### config.mk
export PLATFORM = sky130hd
export DESIGN_NAME = nes_controller_emulator
export DESIGN_NICKNAME = d
export VERILOG_FILES = /design/src/rtl/nes_controller_emulator.sv
export SDC_FILE = /design/constraint.sdc
export NUM_CORES = 1
export LEC_CHECK = 0
export ABC_CLOCK_PERIOD_IN_PS = 5000
export CAP_MARGIN = 25
export CORE_MARGIN = 1.5
export CORE_UTILIZATION = 40
export DETAILED_ROUTE_END_ITERATION = 10
export PLACE_DENSITY = 0.72
export REMOVE_ABC_BUFFERS = 1
export SETUP_SLACK_MARGIN = 0.4
export SLEW_MARGIN = 15
export SYNTH_ARGS = -nofsm -noshare
export SYNTH_HDL_FRONTEND = slang
export SYNTH_SLANG_ARGS = --single-unit
export TNS_END_PERCENT = 20
### constraint.sdc
create_clock -name clk -period 5 [get_ports clk]
set_input_delay 1.25 -clock clk [delete_from_list [all_inputs] [get_ports clk]]
set_output_delay 1.25 -clock clk [all_outputs]
set_load 0.02 [all_outputs]
### src/rtl/nes_controller_emulator.sv
// Responder side of the NES pad serial link. It emulates a 4021 shift register and presents
// 8 active-low button bits on nes_data, clocked by the initiator's latch/clk pins.
//
// state | meaning
// IDLE  | waiting for latch rise, line parked high
// LOAD  | latch high, live parallel load of A, counting latch width
// SHIFT | shifting B..Right out on synchronized clk rises
// TAIL  | all 8 bits presented, extra clocks read TAIL_LEVEL
module nes_controller_emulator #(
    parameter int   SYNC_STAGES   = 2,
    parameter int   MIN_LATCH_CYC = 64,
    parameter int   TIMEOUT_CYC   = 4096,
    parameter logic TAIL_LEVEL    = 1'b0
) (
    input  logic        clk,
    input  logic        reset,
    input  logic [7:0]  buttons,
    input  logic        nes_latch,
    input  logic        nes_clk,
    output logic        nes_data,
    output logic        frame_done,
    output logic        latch_glitch,
    output logic        frame_abort,
    output logic [15:0] frame_cnt,
    output logic        busy
);
    localparam int LCW = $clog2(MIN_LATCH_CYC + 1);
    localparam int WCW = $clog2(TIMEOUT_CYC + 1);
    localparam logic [LCW-1:0] MIN_L     = LCW'(MIN_LATCH_CYC);
    localparam logic [WCW-1:0] TIMEOUT_W = WCW'(TIMEOUT_CYC);

    typedef enum logic [1:0] {ST_IDLE, ST_LOAD, ST_SHIFT, ST_TAIL} state_t;

    // Reset asserts asynchronously but releases on a clock edge.
    logic [1:0] rst_sync_q, rst_sync_d;
    logic       rst;
    assign rst_sync_d = {rst_sync_q[0], 1'b0};
    assign rst        = rst_sync_q[1];

    always_ff @(posedge clk or posedge reset) begin
        if (reset) rst_sync_q <= 2'b11;
        else       rst_sync_q <= rst_sync_d;
    end

    logic [SYNC_STAGES-1:0] latch_sync_q, latch_sync_d, clk_sync_q, clk_sync_d;
    logic latch_prev_q, latch_prev_d, clk_prev_q, clk_prev_d;
    logic latch_rise, latch_fall, clk_rise;

    assign latch_sync_d = {latch_sync_q[SYNC_STAGES-2:0], nes_latch};
    assign clk_sync_d   = {clk_sync_q[SYNC_STAGES-2:0], nes_clk};
    assign latch_prev_d = latch_sync_q[SYNC_STAGES-1];
    assign clk_prev_d   = clk_sync_q[SYNC_STAGES-1];
    assign latch_rise   =  latch_sync_q[SYNC_STAGES-1] & ~latch_prev_q;
    assign latch_fall   = ~latch_sync_q[SYNC_STAGES-1] &  latch_prev_q;
    assign clk_rise     =  clk_sync_q[SYNC_STAGES-1]   & ~clk_prev_q;

    state_t          state_q, state_d;
    logic [LCW-1:0]  latch_cnt_q, latch_cnt_d;
    logic [WCW-1:0]  wait_cnt_q, wait_cnt_d;
    logic [2:0]      bit_cnt_q, bit_cnt_d, shift_idx;
    logic [7:0]      snapshot_q, snapshot_d;
    logic [15:0]     frame_cnt_q, frame_cnt_d;
    logic            nes_data_q, nes_data_d;
    logic            frame_done_q, frame_done_d;
    logic            glitch_q, glitch_d;
    logic            abort_q, abort_d;
    logic            busy_q, busy_d;

    assign shift_idx = 3'd6 - bit_cnt_q;

    always_comb begin
        state_d      = state_q;
        latch_cnt_d  = latch_cnt_q;
        wait_cnt_d   = wait_cnt_q;
        bit_cnt_d    = bit_cnt_q;
        snapshot_d   = snapshot_q;
        frame_cnt_d  = frame_cnt_q;
        nes_data_d   = nes_data_q;
        frame_done_d = 1'b0;
        glitch_d     = 1'b0;
        abort_d      = 1'b0;
        case (state_q)
            ST_IDLE: begin
                nes_data_d = 1'b1;
                if (latch_rise) begin
                    state_d     = ST_LOAD;
                    latch_cnt_d = LCW'(1);
                    nes_data_d  = ~buttons[7];
                end
            end
            ST_LOAD: begin
                nes_data_d = ~buttons[7];
                if (latch_fall) begin
                    if (latch_cnt_q >= MIN_L) begin
                        snapshot_d = buttons;
                        bit_cnt_d  = 3'd0;
                        wait_cnt_d = '0;
                        state_d    = ST_SHIFT;
                    end else begin
                        glitch_d   = 1'b1;
                        nes_data_d = 1'b1;
                        state_d    = ST_IDLE;
                    end
                end else if (latch_cnt_q != MIN_L) begin
                    latch_cnt_d = latch_cnt_q + LCW'(1);
                end
            end
            ST_SHIFT: begin
                // Latch restart has priority over a coincident clock edge.
                if (latch_rise) begin
                    abort_d     = 1'b1;
                    state_d     = ST_LOAD;
                    latch_cnt_d = LCW'(1);
                    nes_data_d  = ~buttons[7];
                end else if (clk_rise) begin
                    bit_cnt_d  = bit_cnt_q + 3'd1;
                    nes_data_d = ~snapshot_q[shift_idx];
                    wait_cnt_d = '0;
                    if (bit_cnt_q == 3'd6) begin
                        frame_done_d = 1'b1;
                        frame_cnt_d  = frame_cnt_q + 16'd1;
                        state_d      = ST_TAIL;
                    end
                end else if (wait_cnt_q == TIMEOUT_W) begin
                    abort_d    = 1'b1;
                    nes_data_d = 1'b1;
                    state_d    = ST_IDLE;
                end else begin
                    wait_cnt_d = wait_cnt_q + WCW'(1);
                end
            end
            default: begin
                // Right stays on the line until the initiator clocks past it.
                if (latch_rise) begin
                    state_d     = ST_LOAD;
                    latch_cnt_d = LCW'(1);
                    nes_data_d  = ~buttons[7];
                end else if (clk_rise) begin
                    nes_data_d = TAIL_LEVEL;
                end
            end
        endcase
        busy_d = (state_d == ST_LOAD) || (state_d == ST_SHIFT);
    end

    always_ff @(posedge clk or posedge rst) begin
        if (rst) begin
            latch_sync_q <= '0;
            clk_sync_q   <= '0;
            latch_prev_q <= 1'b0;
            clk_prev_q   <= 1'b0;
            state_q      <= ST_IDLE;
            latch_cnt_q  <= '0;
            wait_cnt_q   <= '0;
            bit_cnt_q    <= 3'd0;
            snapshot_q   <= 8'd0;
            frame_cnt_q  <= 16'd0;
            nes_data_q   <= 1'b1;
            frame_done_q <= 1'b0;
            glitch_q     <= 1'b0;
            abort_q      <= 1'b0;
            busy_q       <= 1'b0;
        end else begin
            latch_sync_q <= latch_sync_d;
            clk_sync_q   <= clk_sync_d;
            latch_prev_q <= latch_prev_d;
            clk_prev_q   <= clk_prev_d;
            state_q      <= state_d;
            latch_cnt_q  <= latch_cnt_d;
            wait_cnt_q   <= wait_cnt_d;
            bit_cnt_q    <= bit_cnt_d;
            snapshot_q   <= snapshot_d;
            frame_cnt_q  <= frame_cnt_d;
            nes_data_q   <= nes_data_d;
            frame_done_q <= frame_done_d;
            glitch_q     <= glitch_d;
            abort_q      <= abort_d;
            busy_q       <= busy_d;
        end
    end

    assign nes_data     = nes_data_q;
    assign frame_done   = frame_done_q;
    assign latch_glitch = glitch_q;
    assign frame_abort  = abort_q;
    assign frame_cnt    = frame_cnt_q;
    assign busy         = busy_q;
endmodule

==> out/summary.md <==
The flow ran to the end, and the final reports show no timing, DRC or antenna violations. In this run the number of H-tree levels came out at 3. Across the whole layout, storage elements account for 1560 sq um.

On the final layout, the worst clock skew is 9.41 ps. Entering global routing, the biggest net connects 61 pins. Measured along the x axis, the die boundary spans 91.8 um. The number of antenna violations at the first check in global routing was 0. The run gives 0.410 as the initial core utilization. Data on the critical path is required at its endpoint by 5270 ps. The placed instances occupy a cell area of 3560 sq um. The tools report the critical path arrival as 3090 ps.

The tree is rooted in a clkbuf_8. For the number of distinct library cell variants in the gate-level netlist after synthesis, the log shows 58. The final hold slack came out at 354 ps. The run gives 0 as the number of slew-limit violations in the final report.

The remaining max-slew budget at the tightest pin was 0.510; the number of I/O pins was 33. In the synthesized netlist the dominant register cell turns out to be dfrtp_1. Once the clock tree was built, the setup fixing pass inserted 0 buffers. The row count is 32. The shortest period the worst path allows came out at 2810 ps. Once detailed placement completed, the half-perimeter wirelength came to 4170 um.

TritonCTS built the clock tree. The tools report the cts-stage hold buffer count as 0. The area of combinational cells with multiple inputs came out at 1500 sq um.

CTS saw 62 sinks. The largest fanout of any net on the critical path was 16. The via count normalized by instance count works out to 5.29.

For the area of the core, the log shows 7690 sq um. The share of the clock period used by the worst path was 0.563; the count of yosys warnings during synthesis was 0. The tools report the total leakage power as 0.00168 uW. The min-delay analysis places its worst path in the category reg2reg. The post-route antenna net violation count is 0, and the wire length per cell after detailed routing is 14.1 um.

For this run, design rule violations remaining after detail routing come to 0. The max-cap check violation count was 0. The tools report the floorplan die area as 8430 sq um. The count of buffers added on input and output ports is 32.

DRC marker count from the first detailed-route iteration: 125. The worst setup path is captured at a flop. The number of buffers added by the clock tree synthesis step came out at 9. The area growth from synthesis to final layout came out at 21.1%. For the number of nets in the finished design, the log shows 355. The total power per unit cell area is 351 nW/um^2. The total number of vias is 2315, and the flip-flop and latch count after synthesis is 62. The global-route congestion overflow total is 0, and the cell area after synthesis is 3150 sq um. For this run, the detailed router's first-pass iteration total came to 4.

The logs give 0 for the number of hold violations in the final report and 2 for the number of buffers between clock root and the deepest sink. The number of global-route vias before repair was 2286. For the final core utilization, the log shows 0.497. The die extent in y is 91.8 um, and the async set-or-reset flop fraction in the synthesized netlist is 1.00. The sequential-to-total area share from yosys stat is 0.493, and the clock latency on the worst-skew pair is 340 ps.

Setup repair after global routing left no endpoint under its margin. In the final timing run, aggregate negative setup slack is 0 ps. The final-report setup violation count is 0. The type of the setup path with the least slack is reg2reg. The worst setup path is launched from a flop. 0 antenna diodes ended up in the layout. The congestion estimate from routability-driven global placement came to 0.859.

The first global-routing pass estimated 10800 um of wire. For the number of instances in the synthesized netlist, the log shows 295. After clock tree synthesis, the repair step resized 0 gates. After clock tree synthesis, the clock-pin slew on the worst setup and hold paths is 60 ps. The post-route cell area is 3820 sq um.

The wire length reported by the detailed router is 6150 um, and the largest vdd supply drop is 205 uV. The maximum frequency from static timing analysis is 355 MHz, and the global router's overall resource usage is 0.162. Yosys mapped a number of flops with a built-in enable equal to 0.

The share of final-layout standard cells stronger than drive strength 1 works out to 0.119. After filler insertion, the fill cell instance count of the layout stands at 690. The actual slew at the worst max-slew pin was 735 ps. In this run the mean area of a mapped cell was 10.7 sq um.
==> layer usage <==
layer	global-route usage	share of wire	wire [um]	vias up
li1	-	-	-	1127
met1	0.203	0.46	2800	1140
met2	0.267	0.49	3040	40
met3	0.0531	0.039	239	8
met4	0.0474	0.011	70	0
met5	0	0	0	-
==> flip-flops by register name, summed over array words and instances (netlist names) <==
register	flops
frame_done	1
bit_cnt_q	3
nes_data	1
snapshot_q	8
latch_cnt_q	7
frame_abort	1
clk_prev_q	1
busy	1
clk_sync_q	2
state_q	2
latch_glitch	1
latch_prev_q	1
latch_sync_q	2
wait_cnt_q	13
rst_sync_q	2
frame_cnt	16
==> cell usage after synthesis (5+ instances only) <==
master	number	area (sq um)
nand2_1	22	82.6
inv_1	13	48.8
o21ai_0	10	50.1
nand2b_1	8	50.1
nand3_1	13	65.1
nand4_1	12	75.1
ha_1	12	150
xor2_1	11	96.3
dfrtp_1	59	1480
and3_1	5	31.3
a21oi_1	8	40.0
mux2_2	10	113
xnor2_1	15	131
o211ai_1	6	45.0
nor2_1	18	67.6
nor3_1	11	55.1
==> area by class of cell <==
class                           count  share of cell area
Clock inverter                      3              0.0236
Clock buffer                       13              0.0442
Multi-Input combinational cell    212               0.393
Tap cell                          102              0.0334
Inverter                           13              0.0128
Timing Repair Buffer               33              0.0858
Sequential cell                    62               0.407
==> cell families after synthesis <==
logic type                 Yosys count  share of synthesized area
xor gates and xnor gates            26                     0.0722
other                                1                    0.00119
adders and majority gates           12                     0.0476
muxes                               15                     0.0595
buffers and inverters               21                     0.0309
AOI/OAI and AO/OA                   44                     0.0980
and+or+nand+nor                    114                      0.198
DFF                                 62                      0.493
==> critical path, stage by stage, from the launching register on <==
cell	delay, ps
dfrtp_1	430
inv_1	110
ha_1	470
nand4b_1	660
o21ai_4	310
nand2_1	150
or4_1	520
nand3_1	100
==> worst paths after layout <==
| check | cells after the start | startpoint | end | slack, ps |
|---|---|---|---|---|
| min in group asynchronous | 2 | rst_sync_q[1] | snapshot_q[2] | 460 |
| worst min register to register | 0 | latch_sync_q[0] | latch_sync_q[1] | 350 |
| worst max register to register | 7 | state_q[1] | wait_cnt_q[12] | 2190 |
| worst min-delay path | 0 | latch_sync_q[0] | latch_sync_q[1] | 350 |
| worst max-delay path | 7 | state_q[1] | wait_cnt_q[12] | 2190 |
| max in group asynchronous | 2 | reset | rst_sync_q[0] | 3750 |
==> where the power goes <==
| group | switching (uW) | total [uW] | internal (uW) |
|---|---|---|---|
| clock network | 190 | 562 | 372 |
| logic | 115 | 210 | 95.5 |
| registers | 30.9 | 568 | 537 |
| total | 336 | 1340 | 1000 |
==> through the flow <==
step	cells	setup WS, ps	power [uW]
global route	438	1970	1400
CTS	438	2210	1350
global placement	422	2350	782
floorplan	287	2690	722
detailed placement	422	2240	785
finish	438	2190	1340
==> layout by cell type (no fill, tap or decap), types with 12 or more instances in the layout <==
| master | synthesis | layout |
|---|---|---|
| clkbuf_8 | 0 | 12 |
| nand4_1 | 12 | 12 |
| clkdlybuf4s50_1 | 0 | 32 |
| inv_1 | 13 | 12 |
| dfrtp_1 | 59 | 59 |
| nand2_1 | 22 | 22 |
| nand3_1 | 13 | 13 |
| xnor2_1 | 15 | 15 |
| ha_1 | 12 | 12 |
| nor2_1 | 18 | 18 |
Note: power is estimated with default switching activity, not from simulation.
